<file path="src/rtl/ifetch_unit_if.sv">
// ifetch_unit_if: instruction-memory read bus between the fetch unit and imem.
//   imem_req   - read request, held until imem_ack
//   imem_addr  - word address of the read
//   imem_ack   - memory completes the read this cycle
//   imem_rdata - read data, valid with imem_req && imem_ack
interface ifetch_unit_if;
    logic        imem_req;
    logic [31:0] imem_addr;
    logic        imem_ack;
    logic [31:0] imem_rdata;
    modport master (output imem_req, imem_addr, input imem_ack, imem_rdata);
    modport slave  (input imem_req, imem_addr, output imem_ack, imem_rdata);
endinterface

</file>
<file path="src/rtl/ifetch_unit.sv">
// ifetch_unit: multicycle MIPS instruction-fetch sequencer (PC, imem req/ack, IR).
//   clk, rst     - clock, synchronous active-high reset
//   fetch_start  - start a fetch at pc (ignored while busy)
//   redirect_en  - load redirect_pc as the next PC (deferred if mid-fetch)
//   redirect_pc  - branch/jump target, word address
//   imem         - instruction-memory read bus (master side)
//   pc, pc_plus1 - PC register and its combinational increment
//   ir, ir_valid - instruction register and its one-cycle update pulse
//   busy         - fetch in flight
//   fetch_count  - completed fetches, wrapping
module ifetch_unit #(
    parameter logic [31:0] RESET_PC = 32'h0000_0000,
    parameter int          CNT_W    = 16
) (
    input  logic                 clk,
    input  logic                 rst,
    input  logic                 fetch_start,
    input  logic                 redirect_en,
    input  logic [31:0]          redirect_pc,
    ifetch_unit_if.master        imem,
    output logic [31:0]          pc,
    output logic [31:0]          pc_plus1,
    output logic [31:0]          ir,
    output logic                 ir_valid,
    output logic                 busy,
    output logic [CNT_W-1:0]     fetch_count
);
    typedef enum logic [1:0] {IDLE, REQ, DONE} state_t;
    state_t      state, state_nx;
    logic        redirect_pend;
    logic [31:0] redirect_buf;
    logic        ack_now;
    always_comb begin
        state_nx = state;
        state_nx = (state == REQ) ? (imem.imem_ack ? DONE : REQ)
                                  : (fetch_start ? REQ : IDLE);
    end
    assign ack_now         = (state == REQ) && imem.imem_ack;
    assign pc_plus1        = pc + 32'd1;
    assign imem.imem_req   = (state == REQ);
    assign imem.imem_addr  = pc;
    assign busy            = (state == REQ);
    assign ir_valid        = (state == DONE);
    // pc only moves outside REQ or at the ack edge, keeping imem_addr stable
    // for the whole transaction; mid-fetch redirects are parked in redirect_buf.
    always_ff @(posedge clk) begin
        if (rst) begin
            state         <= IDLE;
            pc            <= RESET_PC;
            ir            <= 32'd0;
            fetch_count   <= '0;
            redirect_pend <= 1'b0;
            redirect_buf  <= 32'd0;
        end else begin
            state <= state_nx;
            if (ack_now) begin
                ir            <= imem.imem_rdata;
                fetch_count   <= fetch_count + CNT_W'(1);
                pc            <= redirect_en ? redirect_pc : redirect_pend ? redirect_buf : pc_plus1;
                redirect_pend <= 1'b0;
            end else if (state == REQ) begin
                if (redirect_en) begin
                    redirect_buf  <= redirect_pc;
                    redirect_pend <= 1'b1;
                end
            end else if (redirect_en) begin
                pc <= redirect_pc;
            end
        end
    end
endmodule

</file>
<file path="src/flat_wrapper.sv">
// flat-port wrapper written by rule: the top's interface ports become plain ports
module ifetch_unit_flat 
#(
    parameter logic [31:0] RESET_PC = 32'h0000_0000,
    parameter int          CNT_W    = 16
)
  (clk, rst, fetch_start, redirect_en, redirect_pc, pc, pc_plus1, ir, ir_valid, busy, fetch_count, imem_imem_req, imem_imem_addr, imem_imem_ack, imem_imem_rdata);
  ifetch_unit_if imem_i ();
  input  logic clk;
  input  logic rst;
  input  logic fetch_start;
  input  logic redirect_en;
  input  logic [31:0] redirect_pc;
  output logic [31:0] pc;
  output logic [31:0] pc_plus1;
  output logic [31:0] ir;
  output logic ir_valid;
  output logic busy;
  output logic [CNT_W-1:0] fetch_count;
  output wire logic [$bits(imem_i.imem_req)-1:0] imem_imem_req;
  output wire logic [$bits(imem_i.imem_addr)-1:0] imem_imem_addr;
  input wire logic [$bits(imem_i.imem_ack)-1:0] imem_imem_ack;
  input wire logic [$bits(imem_i.imem_rdata)-1:0] imem_imem_rdata;
  assign imem_imem_req = imem_i.imem_req;
  assign imem_imem_addr = imem_i.imem_addr;
  assign imem_i.imem_ack = imem_imem_ack;
  assign imem_i.imem_rdata = imem_imem_rdata;
  ifetch_unit #(.RESET_PC(RESET_PC), .CNT_W(CNT_W)) u_core (.clk(clk), .rst(rst), .fetch_start(fetch_start), .redirect_en(redirect_en), .redirect_pc(redirect_pc), .imem(imem_i), .pc(pc), .pc_plus1(pc_plus1), .ir(ir), .ir_valid(ir_valid), .busy(busy), .fetch_count(fetch_count));
endmodule
</file>
<file path="config.mk">
export PLATFORM = sky130hd
export DESIGN_NAME = ifetch_unit_flat
export DESIGN_NICKNAME = d
export VERILOG_FILES = /design/src/rtl/ifetch_unit_if.sv /design/src/rtl/ifetch_unit.sv /design/src/flat_wrapper.sv
export SDC_FILE = /design/constraint.sdc
export NUM_CORES = 1
export LEC_CHECK = 0
export CORE_MARGIN = 5
export CORE_UTILIZATION = 44
export CTS_CLUSTER_DIAMETER = 150
export DETAILED_ROUTE_END_ITERATION = 8
export PLACE_DENSITY = 0.88
export SLEW_MARGIN = 20
export SYNTH_ARGS = -nofsm -noshare
export SYNTH_HDL_FRONTEND = slang
export SYNTH_SLANG_ARGS = --single-unit
</file>
<file path="constraint.sdc">
create_clock -name clk -period 2.8 [get_ports clk]
set_input_delay 0.56 -clock clk [delete_from_list [all_inputs] [get_ports clk]]
set_output_delay 0.56 -clock clk [all_outputs]
set_load 0.01 [all_outputs]
</file>
Yosys cells after proc, flatten, opt, wreduce, memory -nomap -nowiden
Cells that the tools add are included.
W data, S select, Z words.
- ROM bits: 0
- word-level logic and storage cells: 26
- flip-flop bits (word level): 115
- memories: 0
- bits in writable memories: 0
- latch bits: 0
- bits of input ports: 69
- output and inout bits: 147
- eq/ne operators: 3
- $add $sub $neg: 2
- bitwise logic cells: 1
- $lt $le $gt $ge: 0
- mux-type cells: 8
- div/mod/pow operators: 0
- $mul: 0
- reduce and logical (&&, ||, !) cells: 6
- shifts and indexed selects: 0
- operator list (kind ; number):
    $mux W32 ; 5
    $add A32 B1 Y32 const B ; 1
    $add A16 B1 Y16 const B ; 1
    $mux W2 ; 2
    $reduce_and A2 Y1 ; 2
    $reduce_and A3 Y1 ; 1
    $eq A2 B1 Y1 const B ; 1
    $eq A2 B2 Y1 const B ; 1
    $ne A2 B1 Y1 const B ; 1
    $reduce_bool A2 Y1 ; 1
    $reduce_or A2 Y1 ; 1
    $logic_and A1 B1 Y1 ; 1
    $mux W1 ; 1
    $not A1 Y1 ; 1

Depth between registers and ports, before layout
- depth in word-level cells: 4
- depth in mapped cells: 8
- depth with buffers taken out: 6

Worst setup path after synthesis
OpenSTA, ideal clock, no wires.
- path kind: register to output
- start: reg u_core.pc[0], in the netlist u_core.imem.imem_addr[0]
- end: out pc_plus1[22]
- buffers on the path: 1
- setup slack: 186 ps
- cell stages (with the launch flop): 7
- arrival: 2054 ps
- data required time: 2240 ps
- cell sequence: dfxtp_1 > ha_1 > nand3_1 > or4_1 > buf_2 > nor4_1 > xor2_1
- word-level cells in the longest chain between the ends: 1
- ends and longest elaborated chain (what ; RTL line ; text):
    start: declaration ; ifetch_unit.sv:21 ; output logic [31:0] pc,
    start signal: assignment ; ifetch_unit.sv:59 ; pc <= redirect_en ? redirect_pc : redirect_pend ? redirect_buf : pc_plus1;
    start signal: assignment ; ifetch_unit.sv:67 ; pc <= redirect_pc;
    $add A32 B1 Y32 ; ifetch_unit.sv:39 ; assign pc_plus1 = pc + 32'd1;
    end: declaration ; flat_wrapper.sv:15 ; output logic [31:0] pc_plus1;
No other way between the ends.

Worst setup path after layout
- start: reg u_core.pc[12], in the netlist u_core.imem.imem_addr[12]
- end: out pc_plus1[30]
The elaborated chain is that of the path after synthesis.

==> impl_metrics.py <==
metrics = {
    "finish": {
        "area_growth_syn_to_layout_pct": 59.9,
        "drive_gt1_frac": 0.185,
        "design_area_um2": 9050,
        "nFillCells": 937,
        "n_antenna_cell": 0,
        "final_nets": 1029,
        "seqCellArea_um2": 2320,
        "final_util": 0.717,
        "multi_input_area_um2": 3080,
    },
    "placement": {
        "gp_congestion": 0.891,
        "preCtsSetupSlack_ps": -181,
        "dp_hpwl_um": 13400,
        "placed_cell_area_um2": 8140,
        "io_buffers": 215,
    },
    "yosys": {
        "netlist_instances": 720,
        "synth-seq-cells": 115,
        "syn_nets": 791,
        "seq_area_frac_synth": 0.407,
        "synth_cell_types": 51,
        "synth.avg_cell_area_um2": 7.86,
        "synth_ff_type": "dfxtp_1",
        "yosys_warnings": 0,
        "synth-edff-count": 0,
        "synth_area_um2": 5660,
        "ys_async_sr_fraction": 0,
    },
    "timing": {
        "setup_viol": 3,
        "rsz0062_at_grt": "true",
        "tns_ps": -253,
        "timing.final.crit_share": 1.04,
        "final.setup.worst_slack_ps": -125,
        "slew_violations": 0,
        "tightestPinTransition_ps": 813,
        "period_needed_ps": 2920,
        "fmax_mhz": 342,
        "skew_ps": 7.63,
        "hold_ws_ps": 450,
        "slew_headroom": 0.458,
        "final-hold-violation-count": 0,
    },
    "drt": {
        "wl_per_cell_um": 17.5,
        "vias_per_cell": 5.59,
        "first_iter_violations": 579,
        "dr.pass1.iters": 6,
        "routed_wl_um": 20000,
        "drc": 0,
        "vias": 6386,
        "drtAntennaViolNets": 0,
    },
    "floorplanning": {
        "core_um2": 12600,
        "num_rows": 41,
        "die_x_um": 123,
        "io_pins": 216,
        "dieArea_um2": 15200,
        "start_util": 0.449,
        "die_h_um": 123,
    },
    "flow_run": {
        "drv_cap": 0,
    },
    "critical_path": {
        "cp_data_arrival_time_ps": 2360,
        "crit_fanout": 4,
        "cp-start-kind": "flip-flop",
        "cp.required_ps": 2240,
        "cp-end-kind": "primary output",
        "worstSetupPathType": "reg -> out",
    },
    "global_route": {
        "overflow": 0,
        "grt_max_degree": 75,
        "grt_pass1_vias": 5934,
        "grt_pass1_wl_um": 30000,
        "antenna_found_initial": 1,
        "grt_usage": 0.249,
    },
    "clock_network": {
        "cts.path.max_buffers": 2,
        "cts.htree.levels": 4,
        "root_buffer": "clkbuf_16",
        "cts_sinks": 115,
        "cts_buffers": 17,
        "clk_pin_slew_ps": 50,
        "clk_latency_ps": 410,
        "cts_tree": "built",
    },
    "status": {
        "outcome": "finished with violations",
        "violations": "setup timing",
    },
    "pwr": {
        "switching_share": 0.256,
        "ir_drop_uv": 320,
        "leakage_nw": 3.48,
        "p_per_area_nw_per_um2": 550,
        "seqPwrFrac": 0.354,
        "pwr-share-clk": 0.451,
        "power.internal_mw": 3.71,
        "pwr-share-comb": 0.195,
        "p_sw_mw": 1.27,
    },
    "min_path": {
        "hold_class": "reg -> reg",
    },
}
-- metrics by stage --
step	std cells	power (mW)
CTS	1136	4.98
detailed placement	1092	2.73
global placement	1092	2.71
global route	1143	5.16
floorplan	720	2.23
finish	1143	4.98
-- cells in the mapped netlist (all sizes together) (7+ instances only) --
cell / instances / area (µm²)
a211oi: 11 / 82.6
xnor2: 24 / 225
clkbuf: 41 / 154
buf: 39 / 274
nor3: 18 / 95.1
a21oi: 92 / 460
a221o: 15 / 150
dfxtp: 115 / 2300
a221oi: 9 / 78.8
nand2: 156 / 586
o21ai: 19 / 95.1
xor2: 15 / 131
nand3: 15 / 80.1
nand4: 12 / 90.1
inv: 12 / 45.0
nor2: 43 / 161
nand2b: 7 / 43.8
nor4: 12 / 75.1
-- path summary, 6_finish.rpt --
path                                                  to  slack, ps  depth (start not counted)                                   start
setup / recovery                            pc_plus1[30]       -120                          6  u_core.imem.imem_addr[12]$_SDFFE_PP0P_
hold / removal                u_core.ir[27]$_SDFFE_PP0P_        450                          2              u_core.ir[27]$_SDFFE_PP0P_
setup reg to reg  u_core.imem.imem_addr[13]$_SDFFE_PP0P_        300                         14   u_core.imem.imem_addr[3]$_SDFFE_PP0P_
hold reg to reg               u_core.ir[27]$_SDFFE_PP0P_        450                          2              u_core.ir[27]$_SDFFE_PP0P_
-- placed cells by master, fill, tap and decap left out, drive strengths merged, types with 15 or more instances in the layout --
master / count
xor2: 15
clkbuf: 29
a21oi: 92
nand3: 15
o21ai: 19
buf: 91
xnor2: 24
nand2: 156
clkdlybuf4s50: 190
nor3: 18
a221o: 15
nor2: 43
dfxtp: 115
-- final cells by class --
class | count | share of cell area
clock inverters | 9 | 0.0140
multi-input cells | 513 | 0.340
well taps | 172 | 0.0238
inverters | 12 | 0.00498
repair buffers | 299 | 0.307
clock buffers | 23 | 0.0539
flip-flops and latches | 115 | 0.256
-- kinds of logic (layout without fill, tap and decap cells) --
kind of cell	after synthesis	in the layout	share of synthesized area
compound gates	167	167	0.183
xor+xnor	39	39	0.0630
fa+ha+maj	2	2	0.00442
buf+inv	92	343	0.0836
flops	115	115	0.407
mux	7	7	0.0135
simple gates	298	298	0.245
-- metal layers --
layer,wire length [µm],track usage
met2,9770,0.421
met5,11,0
met1,7410,0.290
met3,2240,0.0869
met4,588,0.0920
-- critical path: stages (launching register included) --
cell and delay (ps):
dfxtp_1 350, nand3_1 110, or4_4 620, buf_6 150
or4_4 420, xnor2_2 150, buf_2 150
-- power by group through the flow --
| stage | registers [mW] | clock network [mW] | logic [mW] |
|---|---|---|---|
| after global routing | 1.77 | 2.35 | 1.04 |
| after floorplan | 1.84 | 0 | 0.382 |
| after global placement | 1.79 | 0 | 0.928 |
| final | 1.76 | 2.25 | 0.972 |
| after CTS | 1.76 | 2.27 | 0.953 |
| after detailed placement | 1.79 | 0 | 0.943 |
-- registers in the layout, summed over array words and instances (netlist names) --
name                   cells
u_core.redirect_buf       32
u_core.redirect_pend       1
u_core.ir                 32
u_core.imem.imem_addr     32
u_core.state               2
u_core.fetch_count        16
-- what timing repair did --
action / 4_1_cts / 5_1_grt
hold buffers: 0 / 0
setup buffers: 12 / 7
gates resized for setup: 73 / 34
setup endpoints to repair: 25 / 17
pin swaps: 10 / 9
endpoints found under the hold margin: 0 / 0
No activity file was read; power rests on OpenSTA's default activity.
==> RTL edit, RTL diff (same flow settings) <==
`CNT_W` is set to 16 in 2 places; all go to 32.
--- a/src/rtl/ifetch_unit.sv
+++ b/src/rtl/ifetch_unit.sv
@@ -10,7 +10,7 @@
 //   fetch_count  - completed fetches, wrapping
 module ifetch_unit #(
     parameter logic [31:0] RESET_PC = 32'h0000_0000,
-    parameter int          CNT_W    = 16
+    parameter int          CNT_W    = 32
 ) (
     input  logic                 clk,
     input  logic                 rst,
--- a/src/flat_wrapper.sv
+++ b/src/flat_wrapper.sv
@@ -2,7 +2,7 @@
 module ifetch_unit_flat 
 #(
     parameter logic [31:0] RESET_PC = 32'h0000_0000,
-    parameter int          CNT_W    = 16
+    parameter int          CNT_W    = 32
 )
   (clk, rst, fetch_start, redirect_en, redirect_pc, pc, pc_plus1, ir, ir_valid, busy, fetch_count, imem_imem_req, imem_imem_addr, imem_imem_ack, imem_imem_rdata);
   ifetch_unit_if imem_i ();
Ports: changed (resized fetch_count); port bits go from 216 to 232. The function was not compared with the original's and may differ.
==> RTL edit against the unedited design <==
- combinational power is 6.0% lower
- cell area is 7.0% higher
- area after synthesis is 15% higher
- sequential power is 13% higher
- synthesized cell count is 14% higher
- register-to-register slack better by 0.48 ns
- total power is 3.0% higher
- core utilization is 4.8 points lower
- worst setup slack better by 0.19 ns
- wire length is 9.3% higher
- largest power group unchanged
- sequential cell count is 16 higher
==> RTL edit: results (changes against the unedited design) <==
| Metric | Value |
|---|---|
| Clock Latency Late Sink | 0.41 ns (about the same) |
| First-pass iteration count of the detailed router | 5 (was 6) |
| Worst EP arrival | 2.18 ns (was 2.36 ns) |
| Global-route wire length before repair | 34000 µm (was 30000 µm) |
| Port Buf Inserts | 231 (was 215) |
| # diodes | 0 (unchanged) |
| Initial DRC count | 712 (was 579) |
| Post-synth top area share | 0.404 (was 0.407) |
| Async set-reset flop share out of synthesis | 0 (unchanged) |
| Final wirelength | 21900 µm (was 20000 µm) |
| Slowest-stage cell, CP | nor4_4 (was or4_4) |
| Setup TNS | 0 ns (was -0.253 ns) |
| Clock-pin transition on the worst setup and hold timing paths | about 0.060 ns |
| Crit-path max FO | 5 (was 4) |
| Placer Congestion | 0.935 (was 0.891) |
| Max Clock Skew | 0.0104 ns (was 0.00763 ns) |
| Top cells by count, synth | nand2_1, dfxtp_1, a21oi_1, clkbuf_1, nor2_1 (was nand2_1, dfxtp_1, a21oi_1, nor2_1, clkbuf_1) |
| CP top delay family | simple AND/OR/NAND/NOR gates (unchanged) |
| Clock buffer depth | 2 (unchanged) |
| Initial antenna violation count | 1 (unchanged) |
| Worst vdd ir | 0.411 mV (was 0.320 mV) |
| GRT Total Usage | 0.236 (was 0.249) |
| # H-tree levels | 4 (unchanged) |
| Post-DP HPWL | 15500 µm (was 13400 µm) |
| Worst path max stage delay | 0.38 ns (was 0.62 ns) |
| Hold Crit Class | register to register (unchanged) |
| Largest net degree at the start of global routing | 56 (was 75) |
| Ranking of synthesized cells by area | dfxtp_1, nand2_1, a21oi_1 (unchanged) |
| FILL cells | 1142 (was 937) |
| Net Count, Synth | 889 (was 791) |
| Vias | 6942 (was 6386) |
| Outcome | complete, no violations (was complete, but fails checks) |
| Static Leak | 3.62 nW (was 3.48 nW) |
| Top FF cell, synth | dfxtp_1 (unchanged) |
| Synth warnings | 0 (unchanged) |
| Final layout net count | 1105 (was 1029) |
| Root Buffer Master | clkbuf_16 (unchanged) |
| Synth unique cells | 62 (was 51) |
| Sequential share of the synthesized area | 0.404 (was 0.407) |
| Vias in the first global route | 6629 (was 5934) |
| Worst-margin pin slew | 0.691 ns (was 0.813 ns) |
| CTS Buf Count | 17 (unchanged) |
| Share of layout cells above drive strength 1 | 0.124 (was 0.185) |
## RTL edit: changes by cell type in the layout (fill, tap and decap cells not counted), sizes merged, moves of 9 or more
cell,change
buf,-30
a221o,-9
xor2,+10
nand3,+19
dfxtp,+16
clkdlybuf4s50,+18
o211ai,+12
nand2,+9
## RTL edit: timing repair
item,4_1_cts,5_1_grt
endpoints found under the setup margin,23,17
gates resized for setup,34,21
pin swaps,7,3
setup buffers,5,3
## RTL edit: logic make-up (layout without fill, tap and decap cells)
| logic type | Yosys count | after routing | synth area share |
|---|---|---|---|
| xor gates and xnor gates | 49 | 49 | 0.0662 |
| DFF | 131 | 131 | 0.404 |
| adders and majority gates | 2 | 2 | 0.00386 |
| muxes | 10 | 10 | 0.0172 |
| AOI/OAI and AO/OA | 182 | 182 | 0.173 |
| buffers and inverters | 100 | 328 | 0.0793 |
| and+or+nand+nor | 344 | 344 | 0.256 |
## RTL edit: cell type report
type,instances,area [µm²],area share
multi-input combinational,587,3470,0.359
timing repair buffer,290,2740,0.283
sequential,131,2630,0.271
clock buffer,21,450,0.0465
tap,184,230,0.0238
clock inverter,10,134,0.0138
inverter,7,26.3,0.00271
## RTL edit: final timing paths
kind	from	end	slack [ns]	depth (start not counted)
setup / recovery	u_core.imem.imem_addr[6]	pc_plus1[16]	0.06	6
hold / removal	u_core.redirect_buf[3]	u_core.redirect_buf[3]	0.45	2
setup reg to reg	u_core.state[1]	u_core.imem.imem_addr[19]	0.78	5
hold reg to reg	u_core.redirect_buf[3]	u_core.redirect_buf[3]	0.45	2
## RTL edit: power by group
group / internal, W / leakage, nW / switching [W]
clock network: 0.00141 / 0.283 / 0.000809
logic: 0.000471 / 2.27 / 0.000443
registers: 0.00194 / 1.07 / 0.0000575
## RTL edit: stage by stage
stage	cell area, µm²	std cells	hold slack (ns)	power [W]	setup slack [ns]
2_1_floorplan	6480	818	0.431	0.00245	0.484
3_3_place_gp	8950	1191	0.437	0.00292	0.122
3_5_place_dp	8950	1191	0.443	0.00294	0.0326
4_1_cts	9600	1227	0.450	0.00515	-0.0136
5_1_grt	9680	1230	0.469	0.00531	-0.0519
6_report	9680	1230	0.451	0.00513	0.0639
## RTL edit: worst register-to-register path: stages, from the launching register on
cell	delay (ns)
dfxtp_1	0.36
nand2b_1	0.28
o21ai_1	0.61
a2bb2oi_1	0.37
o221a_2	0.25
o21a_1	0.10
## RTL edit: layer usage
layer,GRT usage,wire length [µm]
met3,0.0887,2110
met1,0.273,8460
met2,0.398,10600
met4,0.0897,682
met5,0,20
